<file path="src/rtl/uart_rx_ctrl.sv">
// uart_rx_ctrl: UART receive frame controller sequencing a shift-right deserializer.
// Build with UART_RX_MAJORITY_EN defined for 2-of-3 majority sampling per bit.
module uart_rx_ctrl #(
  parameter int DATA_WIDTH = 8,
  parameter int PRESC_W    = 6
) (
  input  logic               CLK,
  input  logic               RST,
  input  logic               RX_IN,
  input  logic               PAR_EN,
  input  logic               PAR_TYP,
  input  logic [PRESC_W-1:0] Prescale,
  output logic               deser_en,
  output logic               sampled_bit,
  output logic               data_valid,
  output logic               par_err,
  output logic               stp_err,
  output logic               busy
);

  localparam int BW = (DATA_WIDTH > 1) ? $clog2(DATA_WIDTH) : 1;

  typedef enum logic [2:0] {
    IDLE,
    START,
    DATA,
    PARITY,
    STOP
  } state_t;

  state_t             state_q;
  logic               rx_meta_q;
  logic               rx_sync_q;
  logic               rx_prev_q;
  logic [PRESC_W-1:0] presc_q;
  logic [PRESC_W-1:0] edge_q;
  logic [BW-1:0]      bit_cnt_q;
  logic               par_run_q;
  logic               par_fail_q;
  logic               deser_en_q;
  logic               sampled_bit_q;
  logic               data_valid_q;
  logic               par_err_q;
  logic               stp_err_q;

  logic [PRESC_W-1:0] half;
  logic               last_edge;
  logic               decide;
  logic               bit_d;

  assign half      = presc_q >> 1;
  assign last_edge = (edge_q == presc_q - 1'b1);
  assign decide    = (edge_q == half + PRESC_W'(2));

`ifdef UART_RX_MAJORITY_EN
  logic [2:0] cap_q;

  always_ff @(posedge CLK or posedge RST) begin
    if (RST) begin
      cap_q <= '0;
    end else if (state_q != IDLE) begin
      if (edge_q == half - 1'b1) cap_q[0] <= rx_sync_q;
      if (edge_q == half)        cap_q[1] <= rx_sync_q;
      if (edge_q == half + 1'b1) cap_q[2] <= rx_sync_q;
    end
  end

  assign bit_d = (cap_q[0] & cap_q[1]) |
                 (cap_q[0] & cap_q[2]) |
                 (cap_q[1] & cap_q[2]);
`else
  logic cap_q;

  always_ff @(posedge CLK or posedge RST) begin
    if (RST) begin
      cap_q <= 1'b0;
    end else if (state_q != IDLE && edge_q == half) begin
      cap_q <= rx_sync_q;
    end
  end

  assign bit_d = cap_q;
`endif

  // Sync flops reset low so a line already low at reset never looks like a start edge.
  always_ff @(posedge CLK or posedge RST) begin
    if (RST) begin
      state_q       <= IDLE;
      rx_meta_q     <= 1'b0;
      rx_sync_q     <= 1'b0;
      rx_prev_q     <= 1'b0;
      presc_q       <= '0;
      edge_q        <= '0;
      bit_cnt_q     <= '0;
      par_run_q     <= 1'b0;
      par_fail_q    <= 1'b0;
      deser_en_q    <= 1'b0;
      sampled_bit_q <= 1'b0;
      data_valid_q  <= 1'b0;
      par_err_q     <= 1'b0;
      stp_err_q     <= 1'b0;
    end else begin
      rx_meta_q    <= RX_IN;
      rx_sync_q    <= rx_meta_q;
      rx_prev_q    <= rx_sync_q;
      deser_en_q   <= 1'b0;
      data_valid_q <= 1'b0;
      par_err_q    <= 1'b0;
      stp_err_q    <= 1'b0;
      if (state_q != IDLE) edge_q <= last_edge ? '0 : edge_q + 1'b1;
      unique case (state_q)
        IDLE: begin
          if (rx_prev_q && !rx_sync_q) begin
            state_q    <= START;
            edge_q     <= '0;
            presc_q    <= Prescale;
            par_run_q  <= 1'b0;
            par_fail_q <= 1'b0;
          end
        end
        START: begin
          if (decide && bit_d) begin
            state_q <= IDLE;
          end else if (last_edge) begin
            state_q   <= DATA;
            bit_cnt_q <= '0;
          end
        end
        DATA: begin
          if (decide) begin
            deser_en_q    <= 1'b1;
            sampled_bit_q <= bit_d;
            par_run_q     <= par_run_q ^ bit_d;
          end
          if (last_edge) begin
            if (bit_cnt_q == BW'(DATA_WIDTH - 1))
              state_q <= PAR_EN ? PARITY : STOP;
            else
              bit_cnt_q <= bit_cnt_q + 1'b1;
          end
        end
        PARITY: begin
          if (decide) par_fail_q <= (bit_d != (par_run_q ^ PAR_TYP));
          if (last_edge) state_q <= STOP;
        end
        STOP: begin
          if (decide) begin
            state_q      <= IDLE;
            stp_err_q    <= !bit_d;
            par_err_q    <= bit_d && par_fail_q;
            data_valid_q <= bit_d && !par_fail_q;
          end
        end
        default: state_q <= IDLE;
      endcase
    end
  end

  assign deser_en    = deser_en_q;
  assign sampled_bit = sampled_bit_q;
  assign data_valid  = data_valid_q;
  assign par_err     = par_err_q;
  assign stp_err     = stp_err_q;
  assign busy        = (state_q != IDLE);

endmodule

</file>
<file path="config.mk">
export PLATFORM = sky130hd
export DESIGN_NAME = uart_rx_ctrl
export DESIGN_NICKNAME = d
export VERILOG_FILES = /design/src/rtl/uart_rx_ctrl.sv
export SDC_FILE = /design/constraint.sdc
export NUM_CORES = 1
export LEC_CHECK = 0
export ABC_AREA = 1
export CAP_MARGIN = 20
export CORE_MARGIN = 8
export CORE_UTILIZATION = 51
export CTS_CLUSTER_DIAMETER = 60
export DETAILED_ROUTE_END_ITERATION = 12
export PLACE_DENSITY_LB_ADDON = 0.05
export SETUP_SLACK_MARGIN = 0.2
export SLEW_MARGIN = 10
export SYNTH_ARGS = -nofsm -noshare
export SYNTH_HDL_FRONTEND = slang
export SYNTH_SLANG_ARGS = --single-unit
export TNS_END_PERCENT = 5
</file>
<file path="constraint.sdc">
create_clock -name CLK -period 4.73 [get_ports CLK]
set_clock_uncertainty 0.2 [all_clocks]
set_input_delay 0.473 -clock CLK [delete_from_list [all_inputs] [get_ports CLK]]
set_output_delay 0.473 -clock CLK [all_outputs]
set_load 0.05 [all_outputs]
</file>
Word level (Yosys, flattened, before mapping)
Cells that the tools add are included.
{"block": "op_classes", "div": 0, "n_mul": 0, "n_reduce_logical": 19, "shifts": 0, "n_bitwise": 2, "n_lt_le_gt_ge": 0, "addsub": 4, "n_eq_ne": 20, "n_mux": 31}
{"op": "two-way mux 3 bit", "count": 12}
{"op": "two-way mux 6 bit", "count": 4}
{"op": "inequality test 2 bit (second input constant)", "count": 10}
{"op": "one-hot mux 3 bit (5 select lines)", "count": 1}
{"op": "equality test 6 bit", "count": 2}
{"op": "two-way mux 1 bit", "count": 11}
{"op": "adder 5 x 2 -> 6 bit (second input constant)", "count": 1}
{"op": "adder 6 x 1 -> 6 bit (second input constant)", "count": 1}
{"op": "equality test 3 x 2 -> 1 bit (second input constant)", "count": 2}
{"op": "equality test 3 bit (second input constant)", "count": 2}
{"op": "equality test 6 x 5 -> 1 bit", "count": 1}
{"op": "one-hot mux 3 bit (2 select lines)", "count": 1}
{"op": "AND reduction 3 bit", "count": 2}
{"op": "AND reduction 6 bit", "count": 1}
{"op": "nonzero test 2 bit", "count": 3}
{"op": "subtractor 6 x 1 -> 6 bit (second input constant)", "count": 1}
{"op": "logical AND 1 bit", "count": 5}
{"op": "AND reduction 5 bit", "count": 1}
{"op": "one-hot mux 1 bit (2 select lines)", "count": 2}
{"op": "AND reduction 2 bit", "count": 2}
{"op": "adder 3 x 1 -> 3 bit (second input constant)", "count": 1}
{"op": "equality test 3 x 1 -> 1 bit (second input constant)", "count": 1}
{"op": "zero test 1 bit", "count": 3}
{"op": "zero test 3 bit", "count": 1}
{"op": "other kinds (4)", "count": 5}
{"block": "word_totals", "n_memories": 0, "wordCells": 91, "ram_bits": 0, "latch_bits": 0, "romBits": 0, "ff_bits": 29}

Longest topological paths before layout
Gate-level depths: netlist of run 1.
{"block": "logic_depth", "depth_word": 6, "ltp_mapped": 14, "ltp_nobuf": 14}

Worst setup path after synthesis of run 1
Ideal clock, no wire load.
{"block": "synth_path", "kind": "flip-flop to flip-flop", "start": "reg presc_q[3]", "end": "reg state_q[0]", "stages_incl_launch_ff": 15, "t_required_ns": 4.413, "path_buffers": 0, "arrival_ns": 1.598, "path_slack_ns": 2.816, "path_cell_list": "dfrtp_1 -> inv_1 -> ha_1 -> inv_1 -> nand2_1 -> nand2_1 -> nand3_1 -> nor2_2 -> nand3_2 -> nand2_2 -> nand2_2 -> nand2_4 -> nand3_2 -> nand2_1 -> nand2_1"}
{"block": "synth_via", "elab_chain_cells": 5}
{"element": "start: declaration", "line_no": "35", "source": "logic [PRESC_W-1:0] presc_q;"}
{"element": "start signal: assignment", "line_no": "116", "source": "presc_q <= Prescale;"}
{"element": "adder 5 x 2 -> 6 bit", "line_no": "53", "source": "assign decide = (edge_q == half + PRESC_W'(2));"}
{"element": "equality test 6 bit", "line_no": "53"}
{"element": "logical AND 1 bit", "line_no": "122", "source": "if (decide && bit_d) begin"}
{"element": "inequality test 3 bit (no source line) / two-way mux 3 bit (equally long branches)"}
{"element": "AND reduction 6 bit (no source line) / one-hot mux 3 bit (5 select lines) (equally long branches)"}
{"element": "end signal: assignment", "line_no": "137", "source": "state_q <= PAR_EN ? PARITY : STOP;"}
{"element": "end: declaration", "line_no": "31", "source": "state_t state_q;"}
Parallel ways exist; a longest one is shown, timed or not.
A chain may end at the register's enable or synchronous reset.

Worst setup path after layout of run 1
{"block": "layout_path", "start": "reg state_q[0]", "end": "out busy"}
{"block": "layout_via", "elab_chain_cells": 1}
{"element": "nonzero test 3 bit", "line_no": "164", "source": "assign busy = (state_q != IDLE);"}
{"element": "end: declaration", "line_no": "18", "source": "output logic busy"}
No other way between the ends.

==> run summary, run 1 <==
The Yosys warning count is 0. The maximum number of pins on one net before global-route repair came out at 30. The share of synthesized area in the top cell type comes to 0.417.

The die area is about 0.0055 mm2. The placer congestion estimate came out at roughly 0.86. The post-synthesis to final-layout area growth came out at 17.4%. The transition time of the tightest slew-check pin is between 500 and 600 ps. The worst setup path is of the reg2out kind. The die outline height came out at between 70 and 80 um. The number of antenna violations at the first check in global routing is 0. The clock network latency to the later pin of the worst-skew pair is around 330 ps.

STA classifies the critical path endpoint as an output pin. Summing all flip-flop and latch instances after layout gives around 730 um2. The cell internal power dissipation came out at approximately 660 uW. The number of nets in the layout came out at approximately 270. The total overflow reported by the global router came out at 0. The post-route standard cell area excluding fillers came out at between 0.002 and 0.0025 mm2. Gates resized during post-CTS repair numbered 0.

The share of total power dissipated in sequential elements is 0.331. The HPWL reported at the end of detailed placement is about 2600 um. The clock slew at the register clock pins of the worst setup and hold paths came out at 100 ps. The net count of the mapped netlist is around 240.

The period utilization is 0.567. The number of storage elements in the synthesis netlist is 29. The delay of the slowest cell on the worst path came out at about 730 ps. The top fanout value on the critical path came out at 8.

The maximum clock path buffer count came out at 2. The width of the die is ~74 um. The number of core rows came out at 21. The cell area after placement came out at about 0.0020 mm2. In this run the mean area of a mapped cell was 7.70 um2. The most common library cell in the layout ignoring fill and taps is sky130_fd_sc_hd__nand2_1. The first TritonRoute pass finished after 4 iterations. The biggest area contributor in the post-synthesis netlist is sky130_fd_sc_hd__dfrtp_1. The power density relative to cell area is 595 mW/mm2. In this run the remaining antenna-violating nets after routing total 0. The average wire per standard cell is 11.8 um. The final count of pins violating max slew came out at 0. The minimum clock period came out at 2680 ps. The count of flip-flops with a built-in enable after synthesis came out at 0.

The hold violation total from the final report is 0. The number of sinks driven by the clock tree came out at 29. The initial DRC count came out at roughly 110. The maximum ir drop on the vdd rail is between 0.0003 and 0.0004 V. Yosys attributes the largest share of cell area to sky130_fd_sc_hd__dfrtp_1 (42%), sky130_fd_sc_hd__nand2_1 (13%), sky130_fd_sc_hd__inv_1 (5.6%), sky130_fd_sc_hd__ha_1 (5.0%), sky130_fd_sc_hd__nand3_1 (4.6%).

The core footprint is 0.00331 mm2. The cell sitting at the root of the clock tree is a sky130_fd_sc_hd__clkbuf_4. The count of antenna diodes in the layout is 0. The synthesized instance count came out at roughly 230. The top cell types in the final layout, fill and taps aside, are sky130_fd_sc_hd__nand2_1 (60), sky130_fd_sc_hd__dfrtp_1 (29), sky130_fd_sc_hd__inv_1 (26), sky130_fd_sc_hd__nand3_1 (16), sky130_fd_sc_hd__clkdlybuf4s50_1 (16). Broken down by cell family, the worst path's largest delay share belongs to buffers and inverters. The number of H-tree branching levels is 2.

The clock tree from TritonCTS is yes. The number of maximum-capacitance violations is 0. The critical path required time came out at 4060 ps.

The via total after detailed routing came out at approximately 1.5k. STA classifies the critical path startpoint as a flop. The area of the mapped netlist is 0.00174 mm2. The clock group share of total power is 0.181. The first global-routing pass estimated approximately 6300 um of wire. The maximum clock frequency came out at 373 MHz. The routed via count divided by cell count came out at approximately 5. The buffer and inverter count on the worst path is 3. The hold buffer count at CTS is 0. The fill cell instance count of the final layout came out at 323. The standard cell with the maximum stage delay on the critical path is sky130_fd_sc_hd__clkdlybuf4s50_1. The setup violation total in the final timing report came out at 0. The worst hold path belongs to the class reg2reg.

The slack of the worst reg-to-reg path is 2550 ps. The fraction of synthesis flops using an asynchronous set or reset pin came out at 1.00. The sum of negative setup slack came out at 0 ps. The switching power share of the total is 0.456.

Setup repair after global routing left no endpoint under its margin. In this run the tightest slew margin relative to its limit is 0.665. The power share of the combinational group is 0.487. For this configuration, the core starts out at a cell density of 0.525. The leakage power total is 1.07 nW. The number of different library cells used by synthesis comes to 28.

The number of global-route vias before repair came out at 1457. The switching component of the power is around 550 uW. Summing all multi-input logic gate instances after layout gives 857 um2. The final routed DRC violation total came out at 0.

The most used flip-flop cell after synthesis is sky130_fd_sc_hd__dfrtp_1. The data arrival time of the critical path is 2010 ps. The global routing usage summed across all routing layers came out at 0.148.

Of the cells placed in the final design, the portion with a size suffix greater than 1 is 0.161. During I/O placement, the number of pins put on the boundary was 17. Buffers inserted during clock tree synthesis total 5. The aggregate routed wire length is 3470 um. The flow ran to the end, and the final reports show no timing, DRC or antenna violations. The sequential area share after synthesis came out at 0.417. Traced cell by cell, the critical path runs through inv_1 -> nand2_1 -> nor2_2 -> clkinv_2 -> clkdlybuf4s50_1.

Once the clock tree was built, the setup fixing pass inserted 0 buffers. Input and output buffers added on the ports amount to 16.
cells in the mapped netlist (all sizes together) (3+ instances only):
cell type   n
nor3        3
a21oi      10
o21ai      12
ha          7
xor2        3
nand3      20
dfrtp      29
nand2      68
inv        36
nand4       9
nor2       17
xnor2       4
path summary, 6_finish.rpt:
path                             from         end  depth (start not counted)
max                        state_q[0]        busy                          5
min reg2reg                 rx_meta_q   rx_sync_q                          0
max reg2reg                presc_q[3]  state_q[1]                         14
min in group asynchronous         RST   edge_q[5]                          3
max in group asynchronous         RST   edge_q[1]                          3
min                         rx_meta_q   rx_sync_q                          0
per-layer routing:
layer | vias up | GRT usage | share of wire
met4 | 0 | 0.0652 | 0.020
met1 | 669 | 0.176 | 0.45
met5 | - | 0 | 0
met3 | 9 | 0.0418 | 0.040
li1 | 769 | - | -
met2 | 28 | 0.242 | 0.49
power by group through the flow:
stage	registers, mW	clock network, mW	logic (mW)
after global routing	0.417	0.234	0.684
after global placement	0.407	0	0.586
after floorplan	0.385	0	0.492
after detailed placement	0.407	0	0.589
final	0.403	0.220	0.592
after CTS	0.403	0.225	0.595
through the flow:
step                      cells  total power [mW]  hold slack (ps)  utilization  worst slack [ps]
after floorplan             226             0.877              131            -              2820
after detailed placement    287             0.996              135        0.590              2410
after CTS                   295              1.22              158        0.617              2030
after global routing        295              1.34              167        0.617              1910
after global placement      287             0.993              133        0.590              2440
final                       295              1.21              156        0.617              2050
cell families (layout without fill, tap and decap cells):
group           Yosys count  after routing  share of synthesized area
buf+inv                  40             63                     0.0899
simple gates            117            117                      0.319
fa+ha+maj                 7              7                     0.0504
xor+xnor                  7              7                     0.0353
flops                    29             29                      0.417
compound gates           26             26                     0.0878
final cells by class:
class / instances / area share
timing repair buffer: 17 / 0.0821
inverter: 38 / 0.0711
tap: 46 / 0.0282
clock buffer: 6 / 0.0251
sequential: 29 / 0.355
clock inverter: 2 / 0.0184
multi-input combinational: 157 / 0.420
registers in the layout, indices dropped and copies added, names as in the netlist, 3 cells and up:
| name | cells |
|---|---|
| bit_cnt_q | 3 |
| edge_q | 6 |
| presc_q | 6 |
| state_q | 3 |
worst register-to-register path: stages, from the launching register on:
cell and delay (ps):
sky130_fd_sc_hd__dfrtp_1 450, sky130_fd_sc_hd__inv_1 180, sky130_fd_sc_hd__ha_1 270, sky130_fd_sc_hd__inv_1 60, sky130_fd_sc_hd__nand2_1 50, sky130_fd_sc_hd__nand2_1 50, sky130_fd_sc_hd__nand3_1 90, sky130_fd_sc_hd__nor2_2 160
sky130_fd_sc_hd__nand3_2 120, sky130_fd_sc_hd__nand2_2 120, sky130_fd_sc_hd__nand2_2 70, sky130_fd_sc_hd__nand2_4 80, sky130_fd_sc_hd__nand3_2 70, sky130_fd_sc_hd__nand2_1 70, sky130_fd_sc_hd__nand2_1 40
No activity file was read; power rests on OpenSTA's default activity.
==> run 2, diff against run 1 <==
clock period = 2.6 ns   (was 4.73 ns; I/O delays follow)
==> run summary, run 2 (synthesized netlist as in run 1, its figures left out) <==
The slowest stage of the critical path belongs to the cell sky130_fd_sc_hd__dlygate4sd2_1. The share of post-route cells with drive strength above 1 is 0.161 (unchanged). The number of logic stages on the critical path including buffering is 5 (unchanged). The placer congestion estimate was 0.856 (about the same). The width of the die came out at 74.4 um (unchanged).

The via total after detailed routing was 1462 (-0.88%). The number of nets in the layout came out at 266 (unchanged). The number of cell instances on the worst register-to-register path came to 12 (-2). The number of core rows came to 21 (unchanged). The final routed DRC violation total was 0 (unchanged). The average wire per standard cell was 11.8 um (+0.35%). The leakage power total is 1.06 nW (-0.22%). The transition time of the tightest slew-check pin was 501 ps (-0.475 ps).

The data arrival time of the critical path came out at 1760 ps (-250 ps). The clock network latency to the later pin of the worst-skew pair was 330 ps (about the same). The setup violation total in the final timing report is 0 (unchanged). The global-route wire length before repair came out at 5950 um (-5.4%). The count of antenna diodes in the layout is 0 (unchanged). The number of antenna violations at the first check in global routing came out at 0 (unchanged). The core footprint came out at 0.00331 mm2 (unchanged). The maximum clock path buffer count was 2 (unchanged). The top fanout value on the critical path is 8 (unchanged).

The critical path required time came out at 2140 ps (-1920 ps). The period utilization is 0.853. The worst register-to-register path ends at state_q[0]. The minimum clock period is approximately 2200 ps.

The hold violation total from the final report was 0 (unchanged). The number of ports placed on the die boundary came out at 17 (unchanged). The cell area after placement is 0.00195 mm2 (unchanged). Walking the worst path, the cells encountered are inv_1 -> nand2_1 -> nor2_2 -> clkinv_2 -> dlygate4sd2_1.

The number of maximum-capacitance violations is 0 (unchanged). The cell internal power dissipation came out at 1.12 mW (+70%). The final count of pins violating max slew came out at 0 (unchanged). The final cell count without fillers is 295 (unchanged). The HPWL reported at the end of detailed placement came out at 2670 um (+0.97%). The maximum ir drop on the vdd rail is 0.000614 V (+80%). The die area came out at 0.00553 mm2 (unchanged). The clock slew at the register clock pins of the worst setup and hold paths came out at 100 ps (about the same). The fraction of power consumed by sequential logic was 0.346 (+0.015). Relative to the synthesized area, the layout overhead comes to 16.3%. The maximum number of pins on one net before global-route repair was 30 (unchanged).

On the critical path the largest part of the delay comes from buffers and inverters. The library cell used most frequently in the layout, excluding fill and tap cells, is sky130_fd_sc_hd__nand2_1. Setup repair after global routing left no endpoint under its margin. The critical path ends at busy. The power share of the combinational group came to 0.505 (+0.018). The sum of negative setup slack is 0 ps (unchanged).

The total of buffers placed on input and output ports came out at 16 (unchanged). The hold buffer count at CTS is 0 (unchanged). The number of iterations in the first detailed-routing pass is 4 (unchanged).

The aggregate routed wire length is 3480 um (+0.35%). The buffer and inverter count on the worst path came out at 3 (unchanged). The master cell of the clock root buffer is sky130_fd_sc_hd__clkbuf_4.

The critical path is of the reg2out type. The run finished with clean final reports. The routed via count divided by cell count came out at 4.96 (-0.88%). The global routing usage summed across all routing layers was 0.141 (-0.00714). The delay of the slowest cell on the worst path came to 460 ps (-270 ps). The largest registers in the layout are edge_q (6), presc_q (6). The number of antenna-violating nets in the routed design is 0 (unchanged). The start point of the critical path is state_q[0]. The cell count after placement is 287 (unchanged). The initial DRC count is 48 (-57%). The clock group share of total power is 0.149 (-0.032). The slack of the worst reg-to-reg path came out at 470 ps (-2080 ps).

The initial cell density of the core came out at 0.525 (unchanged). The switching power share of the total came out at 0.469 (+0.0138). The total clock buffers created by CTS is 5 (unchanged).

The clock tree from TritonCTS is yes. The start of the worst register-to-register path is presc_q[2]. STA classifies the critical path endpoint as an output pin. The number of H-tree branching levels was 2 (unchanged). The worst slew margin relative to its limit was 0.665 (about the same). In this run the worst hold path is classified as in2async. STA classifies the critical path startpoint as a flop. The post-route standard cell area excluding fillers was 0.00202 mm2 (-0.98%).

The switching component of the power was 994 uW (+80%). The maximum clock frequency is 451 MHz. The number of global-route vias before repair is 1330 (-8.7%).

The power density relative to cell area came to 1050 mW/mm2 (+76%). The total overflow reported by the global router came out at 0 (unchanged). The die outline height came to 74.4 um (unchanged). The number of sinks driven by the clock tree is 29 (unchanged).

The top cell types in the final layout, fill and taps aside, are sky130_fd_sc_hd__nand2_1 (60), sky130_fd_sc_hd__dfrtp_1 (29), sky130_fd_sc_hd__inv_1 (26), sky130_fd_sc_hd__nand3_1 (16), sky130_fd_sc_hd__clkdlybuf4s50_1 (15).
[run 2: changes by cell type in the layout (fill, tap and decap cells not counted)]
cell and change:
sky130_fd_sc_hd__bufinv_16 -1, sky130_fd_sc_hd__clkbuf_8 +1, sky130_fd_sc_hd__clkdlybuf4s50_1 -1, sky130_fd_sc_hd__clkinv_2 +1
sky130_fd_sc_hd__clkinvlp_4 -1, sky130_fd_sc_hd__dlygate4sd2_1 +1
[run 2: power by group through the flow]
stage	Clock (mW)	Combinational, mW	Sequential [mW]
global placement	0	1.08	0.740
floorplan	0	0.895	0.701
finish	0.315	1.07	0.733
CTS	0.326	1.08	0.730
global route	0.349	1.23	0.751
detailed placement	0	1.08	0.740
[run 2: cell type report]
| class | count | area (um2) |
|---|---|---|
| Fill cell | 318 | 1290 |
| Inverter | 38 | 145 |
| Sequential cell | 29 | 726 |
| Tap cell | 46 | 57.6 |
| Multi-Input combinational cell | 157 | 857 |
| Clock buffer | 7 | 65.1 |
| Timing Repair Buffer | 17 | 166 |
| Clock inverter | 1 | 5.00 |
[run 2: metrics by stage]
| step | utilization | hold slack, ps | worst slack (ps) | power [mW] |
|---|---|---|---|---|
| final | 0.611 | 93.6 | 382 | 2.12 |
| after global routing | 0.611 | 130 | 248 | 2.33 |
| after CTS | 0.611 | 98.1 | 359 | 2.14 |
| after detailed placement | 0.590 | 138 | 452 | 1.82 |
| after global placement | 0.590 | 134 | 425 | 1.82 |
| after floorplan | - | 91.4 | 686 | 1.60 |
[run 2: what timing repair did]
action,in CTS,in global routing
gates resized for setup,1,0
endpoints found under the setup margin,1,0
hold endpoints to repair,0,0
buffers inserted,0,0
[run 2: how the worst min path moves through the flow]
stage                      to  slack, ps  cells after the start
floorplan           rx_meta_q         90                      0
global placement    rx_sync_q        130                      0
detailed placement  rx_sync_q        140                      0
CTS                   par_err        100                      3
global route        rx_meta_q        130                      1
finish                  bit_d         90                      3
[run 2: worst min-delay path, cell delays in order]
cell	delay (ps)
sky130_fd_sc_hd__clkdlybuf4s50_1	390
sky130_fd_sc_hd__inv_1	50
sky130_fd_sc_hd__buf_4	340
[run 2: layer usage]
metal,GRT usage,vias to the layer above,routed length [um],share of wire
li1,-,767,-,-
met1,0.167,674,1630,0.47
met2,0.230,14,1690,0.49
met3,0.0458,7,97,0.028
met4,0.0522,0,59,0.017
met5,0,-,0,0
==> run 3, diff against run 2 <==
CTS_BUF_LIST = sky130_fd_sc_hd__clkbuf_4   (was default)
MAX_ROUTING_LAYER = met4   (was default)
==> run summary, run 3 (synthesized netlist as in run 1, its figures left out) <==
The number of ports placed on the die boundary is 17 (unchanged). The nature of the critical path endpoint is an output pin. The power density relative to cell area is 1030 mW/mm2 (-2.0%). The leakage power total came out at 1.05 nW (-1.1%). The number of antenna violations at the first check in global routing came out at 0 (unchanged). The minimum clock period is 2210 ps (-3.65 ps). The setup violation total in the final timing report is 0 (unchanged). The post-route standard cell area excluding fillers came to 0.00200 mm2 (-0.99%). The share of the core filled with cells is 0.605 (-0.00605). The routed via count divided by cell count came out at 4.97 (+0.21%). The clock slew at the register clock pins of the worst setup and hold paths is 90 ps (about the same). The die outline height was 74.4 um (unchanged).

The met3 global-route usage came to 0.0418 (-0.00404). The delay of the slowest cell on the worst path is 460 ps (about the same). The global routing usage summed across all routing layers is 0.145 (+0.00405). The number of iterations in the first detailed-routing pass was 4 (unchanged). The met1 track demand over resource is 0.167 (-0.000801).

The clock network latency to the later pin of the worst-skew pair is 330 ps (about the same). The number of sinks driven by the clock tree was 29 (unchanged). The critical path required time came to 2140 ps (about the same).

The class of the worst hold path is in2async. The placer congestion estimate came out at 0.869 (+1.6%). The number of H-tree branching levels came to 2 (unchanged). The critical path start-end classification is reg2out.

The cell internal power dissipation is 1.07 mW (-5.3%). Setup repair after global routing left no endpoint under its margin. The die area came to 0.00553 mm2 (unchanged). The number of global-route vias before repair came out at 1341 (+0.83%). STA classifies the critical path startpoint as a flop. The power share of the combinational group is 0.521 (+0.016). The worst slew margin relative to its limit is 0.665 (unchanged). The clock group share of total power came out at 0.123 (-0.026). The total setup buffers inserted after CTS came out at 0 (unchanged). The maximum clock path buffer count is 2 (unchanged). The post-synthesis to final-layout area growth is 15.1%.

The run finished with clean final reports. The number of antenna-violating nets in the routed design came out at 0 (unchanged). The global-route track usage on met2 came out at 0.234 (+0.00387).

The cell area after placement is 0.00195 mm2 (unchanged). In the layout the commonest cells are sky130_fd_sc_hd__nand2_1 (60), sky130_fd_sc_hd__dfrtp_1 (29), sky130_fd_sc_hd__inv_1 (26), sky130_fd_sc_hd__nand3_1 (16), sky130_fd_sc_hd__clkdlybuf4s50_1 (15). Leaving out fill and tap cells, the most frequent cell in the layout is sky130_fd_sc_hd__nand2_1. The sum of negative setup slack came to 0 ps (unchanged). The width of the die is 74.4 um (unchanged).

The data arrival time of the critical path is 1750 ps (about the same). The global-route layer with the greatest usage is met2. The maximum clock frequency came out at 452 MHz (+0.16%). The fill cell instance count of the final layout came out at 322 (+1.3%). The HPWL reported at the end of detailed placement is 2670 um (unchanged). The buffer and inverter count on the worst path came out at 3 (unchanged). The share of post-route cells with drive strength above 1 is 0.153 (-0.00803). The switching component of the power came to 991 uW (-0.33%). The period utilization is 0.852 (-0.00140).

The hold violation total from the final report came to 0 (unchanged). The switching power share of the total is 0.482 (+0.0126). The core footprint was 0.00331 mm2 (unchanged). The final count of pins violating max slew is 0 (unchanged). The global-route wire length before repair came out at 5980 um (+0.59%). The fraction of power consumed by sequential logic is 0.356 (+0.010). The via total after detailed routing is 1465 (+0.21%). The worst setup margin came out at 385 ps (+3.65 ps). The average wire per standard cell came out at 11.8 um (+0.11%).

The transition time of the tightest slew-check pin came out at 501 ps (unchanged). The top fanout value on the critical path came out at 8 (unchanged). The maximum ir drop on the vdd rail came out at 0.000477 V (-22%). The total clock buffers created by CTS is 5 (unchanged). The largest registers in the layout are edge_q (6), presc_q (6). The minimum hold slack was 97.7 ps (+4.17 ps). The total overflow reported by the global router came out at 0 (unchanged).

The number of maximum-capacitance violations came out at 0 (unchanged). The initial DRC count is 58 (+21%). The aggregate routed wire length came out at 3490 um (+0.11%). The initial cell density of the core was 0.525 (unchanged). The tree is rooted in a sky130_fd_sc_hd__clkbuf_4. The count of antenna diodes in the layout is 0 (unchanged).

The final routed DRC violation total came out at 0 (unchanged). The number of nets in the layout came out at 266 (unchanged). The maximum number of pins on one net before global-route repair came to 30 (unchanged). The dominant delay contributor by cell family on the critical path is buffers and inverters. TritonCTS built the clock tree. Walking the worst path, the cells encountered are inv_1 -> nand2_1 -> nor2_2 -> clkinv_2 -> dlygate4sd2_1. The total of buffers placed on input and output ports is 16 (unchanged).

The number of core rows came to 21 (unchanged). On the critical path, the stage with the largest delay is an instance of sky130_fd_sc_hd__dlygate4sd2_1. The post-place setup slack came out at 452 ps (unchanged).
[run 3: cell count changes in the layout (fill, tap and decap cells not counted)]
cell / change
sky130_fd_sc_hd__clkinv_1: +2
sky130_fd_sc_hd__clkbuf_8: -2
[run 3: worst reg2reg max path: stages, from the launching register on]
cell	delay (ps)
sky130_fd_sc_hd__dfrtp_1	450
sky130_fd_sc_hd__inv_2	100
sky130_fd_sc_hd__ha_1	310
sky130_fd_sc_hd__inv_1	60
sky130_fd_sc_hd__nand2_1	50
sky130_fd_sc_hd__nand2_1	50
sky130_fd_sc_hd__nand3_1	90
sky130_fd_sc_hd__nor2_2	150
sky130_fd_sc_hd__nand2_2	110
sky130_fd_sc_hd__a21oi_2	230
sky130_fd_sc_hd__nand3_2	100
sky130_fd_sc_hd__nand2_1	60
sky130_fd_sc_hd__nand2_1	50
[run 3: worst paths after layout]
| path | start | end | slack [ps] | cells past startpoint |
|---|---|---|---|---|
| worst min-delay path | RST | deser_en | 100 | 3 |
| worst max-delay path | state_q[0] | busy | 390 | 5 |
| worst min register to register | rx_meta_q | rx_sync_q | 170 | 0 |
| worst max register to register | presc_q[2] | state_q[0] | 480 | 12 |
| min in group CLK | rx_meta_q | rx_sync_q | 170 | 0 |
| max in group asynchronous | RST | rx_prev_q | 1820 | 3 |
[run 3: layout make-up]
type / instances / area (um2) / share of cell area
multi-input cells: 157 / 857 / 0.428
flip-flops and latches: 29 / 726 / 0.363
repair buffers: 17 / 166 / 0.0831
inverters: 38 / 145 / 0.0725
well taps: 46 / 57.6 / 0.0287
clock buffers: 5 / 37.5 / 0.0188
clock inverters: 3 / 12.5 / 0.00625
[run 3: layer usage]
layer  share of wire  routed length, um  vias to the layer above
li1                -                  -                      767
met1            0.47               1620                      673
met2            0.49               1700                       18
met3           0.029                102                        7
met4           0.017                 59                        0
met5               0                  0                        -
[run 3: power groups by stage]
stage / Clock [mW] / Combinational [mW] / Sequential [mW]
floorplan: 0 / 0.895 / 0.701
CTS: 0.265 / 1.08 / 0.730
finish: 0.252 / 1.07 / 0.732
global route: 0.284 / 1.23 / 0.752
global placement: 0 / 1.08 / 0.740
detailed placement: 0 / 1.08 / 0.740
[run 3: repair_timing]
item | 4_1_cts | 5_1_grt
resized for setup | 1 | 0
endpoints found under the setup margin | 1 | 0
hold buffers | 0 | 0
endpoints found under the hold margin | 0 | 0
[run 3: stage by stage]
| stage | cells | total power [mW] |
|---|---|---|
| 3_5_place_dp | 287 | 1.82 |
| 4_1_cts | 295 | 2.08 |
| 6_report | 295 | 2.06 |
| 2_1_floorplan | 226 | 1.60 |
| 3_3_place_gp | 287 | 1.82 |
| 5_1_grt | 295 | 2.27 |
